===== src/rtl/minmax_stream_loader.sv =====
// minmax_stream_loader
// Buffers up to 16 host-written (address, value) pairs and replays them to the
// min/max search engine as an s_vi/ai/di stream in ascending address order.
// It then waits for the engine's vo and latches the max address, max value and
// min value into a host-facing result register.
//
// Ports
//   clk, rst               clock, synchronous active-high reset
//   wr_en/wr_addr/wr_data  host slot write (IDLE only)
//   clr                    host clear of all valid bits (IDLE only)
//   start                  host run request (IDLE only)
//   busy                   high while a run is in progress (SEND/WAIT/DONE)
//   s_vi/ai/di             stream to the engine
//   takein                 engine enable (SEND and WAIT)
//   vo/ao_in/do_in/do_min_in  engine result inputs
//   res_valid/res_err      one-cycle result pulse and error flag
//   res_addr/res_max/res_min  captured result, held until next capture
//
// state | meaning
// ------+-----------------------------------------------------------
// IDLE  | host may write/clear slots and start a run
// SEND  | 16 cycles, one slot per cycle, ptr = 0..15
// WAIT  | stream idle, waiting for vo or the timeout
// DONE  | one cycle, result pulse issued on entry, back to IDLE
module minmax_stream_loader #(
  parameter int unsigned TIMEOUT = 255
) (
  input  logic       clk,
  input  logic       rst,
  input  logic       wr_en,
  input  logic [3:0] wr_addr,
  input  logic [4:0] wr_data,
  input  logic       clr,
  input  logic       start,
  output logic       busy,
  output logic       s_vi,
  output logic       takein,
  output logic [3:0] ai,
  output logic [4:0] di,
  input  logic       vo,
  input  logic [3:0] ao_in,
  input  logic [4:0] do_in,
  input  logic [4:0] do_min_in,
  output logic       res_valid,
  output logic       res_err,
  output logic [3:0] res_addr,
  output logic [4:0] res_max,
  output logic [4:0] res_min
);

  typedef enum logic [1:0] {
    ST_IDLE = 2'd0,
    ST_SEND = 2'd1,
    ST_WAIT = 2'd2,
    ST_DONE = 2'd3
  } state_t;

  localparam logic [7:0] TMO = 8'(TIMEOUT);

  state_t      state_q, state_d;
  logic [3:0]  ptr_q, ptr_d;
  logic [7:0]  cnt_q, cnt_d;
  logic        tc_q, tc_d;
  logic [15:0] vmask_q, vmask_d;
  logic [4:0]  mem_q [16];
  logic [4:0]  mem_d [16];

  logic        busy_q, busy_d;
  logic        s_vi_q, s_vi_d;
  logic        takein_q, takein_d;
  logic [3:0]  ai_q, ai_d;
  logic [4:0]  di_q, di_d;
  logic        res_valid_q, res_valid_d;
  logic        res_err_q, res_err_d;
  logic [3:0]  res_addr_q, res_addr_d;
  logic [4:0]  res_max_q, res_max_d;
  logic [4:0]  res_min_q, res_min_d;

  always_comb begin
    state_d     = state_q;
    ptr_d       = ptr_q;
    cnt_d       = cnt_q;
    tc_d        = 1'b0;
    vmask_d     = vmask_q;
    mem_d       = mem_q;
    res_valid_d = 1'b0;
    res_err_d   = 1'b0;
    res_addr_d  = res_addr_q;
    res_max_d   = res_max_q;
    res_min_d   = res_min_q;

    case (state_q)
      ST_IDLE: begin
        // clr lands before the write so a same-cycle write survives
        if (clr) vmask_d = '0;
        if (wr_en) begin
          mem_d[wr_addr]   = wr_data;
          vmask_d[wr_addr] = 1'b1;
        end
        // emptiness is judged after this cycle's clr/write
        if (start) begin
          if (vmask_d != '0) begin
            state_d = ST_SEND;
            ptr_d   = 4'd0;
          end else begin
            state_d     = ST_DONE;
            res_valid_d = 1'b1;
            res_err_d   = 1'b1;
          end
        end
      end
      ST_SEND: begin
        ptr_d = ptr_q + 4'd1;
        if (ptr_q == 4'd15) begin
          state_d = ST_WAIT;
          cnt_d   = 8'd0;
        end
      end
      ST_WAIT: begin
        if (vo) begin
          state_d     = ST_DONE;
          res_valid_d = 1'b1;
          res_addr_d  = ao_in;
          res_max_d   = do_in;
          res_min_d   = do_min_in;
        end else if (tc_q) begin
          state_d     = ST_DONE;
          res_valid_d = 1'b1;
          res_err_d   = 1'b1;
        end else if (cnt_q == TMO) begin
          // terminal count is registered, giving TIMEOUT+1 idle cycles
          tc_d = 1'b1;
        end else begin
          cnt_d = cnt_q + 8'd1;
        end
      end
      ST_DONE: begin
        state_d = ST_IDLE;
      end
      default: begin
        state_d = ST_IDLE;
      end
    endcase

    s_vi_d   = (state_q == ST_SEND) ? vmask_q[ptr_q] : 1'b0;
    ai_d     = (state_q == ST_SEND) ? ptr_q : 4'd0;
    di_d     = (state_q == ST_SEND) ? mem_q[ptr_q] : 5'd0;
    takein_d = (state_q == ST_SEND) || (state_q == ST_WAIT);
    busy_d   = (state_d != ST_IDLE);
  end

  always_ff @(posedge clk) begin
    if (rst) begin
      state_q     <= ST_IDLE;
      ptr_q       <= 4'd0;
      cnt_q       <= 8'd0;
      tc_q        <= 1'b0;
      vmask_q     <= 16'd0;
      busy_q      <= 1'b0;
      s_vi_q      <= 1'b0;
      takein_q    <= 1'b0;
      ai_q        <= 4'd0;
      di_q        <= 5'd0;
      res_valid_q <= 1'b0;
      res_err_q   <= 1'b0;
      res_addr_q  <= 4'd0;
      res_max_q   <= 5'd0;
      res_min_q   <= 5'd0;
    end else begin
      state_q     <= state_d;
      ptr_q       <= ptr_d;
      cnt_q       <= cnt_d;
      tc_q        <= tc_d;
      vmask_q     <= vmask_d;
      busy_q      <= busy_d;
      s_vi_q      <= s_vi_d;
      takein_q    <= takein_d;
      ai_q        <= ai_d;
      di_q        <= di_d;
      res_valid_q <= res_valid_d;
      res_err_q   <= res_err_d;
      res_addr_q  <= res_addr_d;
      res_max_q   <= res_max_d;
      res_min_q   <= res_min_d;
    end
  end

  // slot values are only meaningful under vmask, so they need no reset
  always_ff @(posedge clk) begin
    mem_q <= mem_d;
  end

  assign busy      = busy_q;
  assign s_vi      = s_vi_q;
  assign takein    = takein_q;
  assign ai        = ai_q;
  assign di        = di_q;
  assign res_valid = res_valid_q;
  assign res_err   = res_err_q;
  assign res_addr  = res_addr_q;
  assign res_max   = res_max_q;
  assign res_min   = res_min_q;

endmodule


===== config.mk =====
export PLATFORM = sky130hd
export DESIGN_NAME = minmax_stream_loader
export DESIGN_NICKNAME = d
export VERILOG_FILES = /design/src/rtl/minmax_stream_loader.sv
export SDC_FILE = /design/constraint.sdc
export NUM_CORES = 1
export LEC_CHECK = 0
export CAP_MARGIN = 25
export CORE_MARGIN = 4
export CORE_UTILIZATION = 61
export CTS_BUF_LIST = sky130_fd_sc_hd__clkbuf_16
export DETAILED_ROUTE_END_ITERATION = 8
export GPL_ROUTABILITY_DRIVEN = 0
export GPL_TIMING_DRIVEN = 1
export HOLD_SLACK_MARGIN = 0.15
export PLACE_DENSITY = 0.91
export SLEW_MARGIN = 20
export SYNTH_ARGS = -nofsm -noshare
export SYNTH_HDL_FRONTEND = slang
export SYNTH_SLANG_ARGS = --single-unit

===== constraint.sdc =====
create_clock -name clk -period 5.4 [get_ports clk]
set_clock_uncertainty 0.05 [all_clocks]
set_input_delay 1.08 -clock clk [delete_from_list [all_inputs] [get_ports clk]]
set_output_delay 1.08 -clock clk [all_outputs]
set_load 0.05 [all_outputs]

==> results.py <==
metrics = {
    "outcome": {
        "status": "complete, no violations",
    },
    "timing": {
        "post-route-period-util_pct": 50.6,
        "grt_setup_unrepaired": "no",
        "relSlewSlack_pct": 33.1,
        "tightestPinTransition_ns": 1.00,
        "finalSetupTns_ns": 0,
        "setup_violations": 0,
        "period_minus_slack_ns": 2.73,
        "clock.fmax_mhz": 366,
        "finalMaxSlewViolations": 0,
        "hold_violations": 0,
    },
    "detailed_routing": {
        "finalWirelength_um": 13100,
        "wire_per_inst_um": 21.2,
        "drt_iter0_drc": 446,
        "antenna_left": 0,
        "drc": 0,
        "via_count": 4005,
        "vias_per_cell": 6.50,
        "first_pass_iters": 5,
    },
    "finish": {
        "diodes": 0,
        "drive_above_1_share_pct": 14.1,
        "syn2layout_area_growth_pct": 21.4,
        "final_nets": 526,
    },
    "global_routing": {
        "antenna_found_initial": 0,
        "overflow": 0,
        "grt_util_all_layers_pct": 24.6,
        "grt_first_pass_wirelength_um": 21000,
        "first_global_vias": 3985,
        "grt_start_max_net_pins": 54,
    },
    "logic_synthesis": {
        "ys_warn_count": 0,
        "synth_area_per_cell_um2": 13.0,
        "ys_seq_area_share_pct": 62.8,
        "syn_area_mm2": 0.00571,
        "synth-edff-count": 80,
        "synth_area_leaders": "edfxtp_1 42%, dfxtp_1 21%, mux4_2 9.1%",
        "synthesis.instances": 438,
        "synth_nets": 472,
        "async_reset_ff_share_pct": 0,
        "synth_top_area_share_pct": 42.1,
        "synth_seq_cells": 139,
        "yosysTopAreaCell": "edfxtp_1",
        "ys_types": 53,
        "synthFlopType": "edfxtp_1",
    },
    "floorplan": {
        "start_util_pct": 62.1,
        "die_h_um": 105,
        "ioPinCount": 57,
        "coreArea_mm2": 0.00920,
        "die_w_um": 105,
        "core.rowCount": 35,
        "die-area_mm2": 0.0110,
    },
    "cts": {
        "clk_pin_slew_worst_paths_ns": 0.06,
        "clock-root-buffer": "clkbuf_16",
        "hold_buffers": 0,
        "ctsResizeCount": 0,
        "cts_made_buffers": 17,
        "clk_path_buf_depth": 2,
        "cts.sinks": 139,
        "cts_tree": "built",
        "worstSkewPairLatency_ns": 0.42,
        "cts.htree.levels": 4,
        "postCtsSetupRepairBufs": 0,
    },
    "setup_path": {
        "cp_max_fo": 9,
        "slowest_stage": "clkdlybuf4s50_1",
        "crit_type": "in2reg",
        "cp-end-kind": "flip-flop",
        "cp.arrival_ns": 2.73,
        "crit_family": "simple AND/OR/NAND/NOR gates",
        "cp_cell_sequence": "clkdlybuf4s50_1 -> or3b_2 -> nor2_1",
        "ff2ff_setup_slack_ns": 2.81,
        "cp.buffers_inverters": 1,
        "cp-start-kind": "input port",
        "cp.required_ns": 5.40,
        "worst_path_largest_cell_delay_ns": 0.65,
    },
    "power": {
        "seqPwrFrac_pct": 44.5,
        "combPwrFrac_pct": 10.3,
        "p_leak_nw": 2.23,
        "power_switching_share_pct": 25.5,
        "p_int_mw": 1.94,
        "totalPowerFinal_mw": 2.61,
        "p_switching_uw": 665,
        "p_per_area_mw_per_mm2": 376,
        "p_clk_share_pct": 45.2,
        "ir_drop_uv": 308,
    },
    "run": {
        "drv_cap": 0,
    },
    "place": {
        "io_buffers": 56,
        "hpwl_um": 8080,
    },
    "hold_path": {
        "hp-class": "reg2reg",
    },
}
==> state kept, by name, indices dropped and copies added (netlist names), 5 cells and up <==
| signal | count |
|---|---|
| mem_q | 80 |
| vmask_q | 16 |
| cnt_q | 8 |
| di | 5 |
| res_max | 5 |
| res_min | 5 |
==> cells by family after synthesis <==
family	count (synthesis)	synth area share, %
flip-flops	139	62.8
multiplexers	38	12.0
buffers and inverters	32	2.80
AO/OA/AOI/OAI	87	9.44
AND/OR/NAND/NOR	137	11.9
adder cells (fa/ha/maj)	5	1.10
==> worst reg2reg max path, delay by kind of cell (launching register included) <==
kind,cells,cell delay (ns)
buf+inv,1,0.13
fa+ha+maj,1,0.57
flops,1,0.33
simple gates,2,1.13
==> layer usage <==
| layer | GRT usage (%) | wire [um] |
|---|---|---|
| met1 | 32.3 | 4950 |
| met2 | 38.5 | 6510 |
| met3 | 6.42 | 1250 |
| met4 | 11.7 | 352 |
| met5 | 0 | 0 |
==> Yosys cell counts, types with 4 or more instances <==
| cell type | number |
|---|---|
| edfxtp_1 | 80 |
| dfxtp_1 | 59 |
| a21oi_1 | 43 |
| nand2_1 | 41 |
| nor2_1 | 41 |
| mux4_2 | 23 |
| mux2i_1 | 14 |
| o21ai_0 | 13 |
| nand3_1 | 11 |
| clkbuf_1 | 10 |
| o22ai_1 | 9 |
| buf_2 | 8 |
| inv_1 | 8 |
| nand3b_1 | 6 |
| ha_1 | 5 |
| and2_1 | 4 |
| nand4_1 | 4 |
==> through the flow <==
| step | worst slack [ns] | hold WS (ns) | cells | util (%) | instance area, um2 |
|---|---|---|---|---|---|
| 2_1_floorplan | 2.98 | 0.410 | 438 | - | 5710 |
| 3_3_place_gp | 2.36 | 0.391 | 582 | 68.3 | 6280 |
| 3_5_place_dp | 2.31 | 0.395 | 582 | 68.3 | 6280 |
| 4_1_cts | 2.67 | 0.404 | 614 | 74.9 | 6890 |
| 5_1_grt | 2.60 | 0.420 | 616 | 75.4 | 6930 |
| 6_report | 2.67 | 0.404 | 616 | 75.4 | 6930 |
==> power groups by stage <==
stage	Clock, mW	Combinational [mW]	Sequential [mW]
floorplan	0	0.143	1.21
global placement	0	0.239	1.19
detailed placement	0	0.248	1.19
CTS	1.18	0.253	1.17
global route	1.24	0.285	1.16
finish	1.18	0.268	1.16
==> cell usage in the layout, fill, tap and decap left out, types with 2 or more instances in the layout <==
cell type,n
nor4_2,2
or3_1,3
nand3_1,11
edfxtp_1,80
nand4_1,4
and3_1,3
ha_1,5
a221oi_1,2
nand3b_1,6
a211oi_1,3
inv_8,2
inv_1,8
nor2b_1,3
inv_6,5
or3b_2,3
and2_1,4
nor4_1,2
bufinv_16,2
clkdlybuf4s50_1,55
nor3_1,3
a31oi_1,3
clkinv_4,3
o22ai_1,9
a311oi_1,2
nor2_1,41
dfxtp_1,58
mux4_2,23
nand2b_1,3
o21ai_0,13
nand2_1,41
and4_1,2
clkbuf_16,17
mux2i_1,14
a21oi_1,43
==> layout make-up <==
class / count / area, um2
clock buffer: 17 / 425
clock inverter: 15 / 180
fill: 496 / 2260
inverter: 8 / 30.0
multi-input combinational: 267 / 1970
sequential: 139 / 3580
tap: 111 / 139
timing repair buffer: 59 / 606
==> final timing paths <==
path | cells after the start | to | from
min | 2 | res_addr[3]$_SDFFE_PP0P_ | res_addr[3]$_SDFFE_PP0P_
min reg2reg | 2 | res_addr[3]$_SDFFE_PP0P_ | res_addr[3]$_SDFFE_PP0P_
max | 3 | mem_q[71]$_DFFE_PP_ | wr_en
max reg2reg | 4 | mem_q[58]$_DFFE_PP_ | state_q[0]$_SDFF_PP0_
Power figures use the tool's default switching activity.
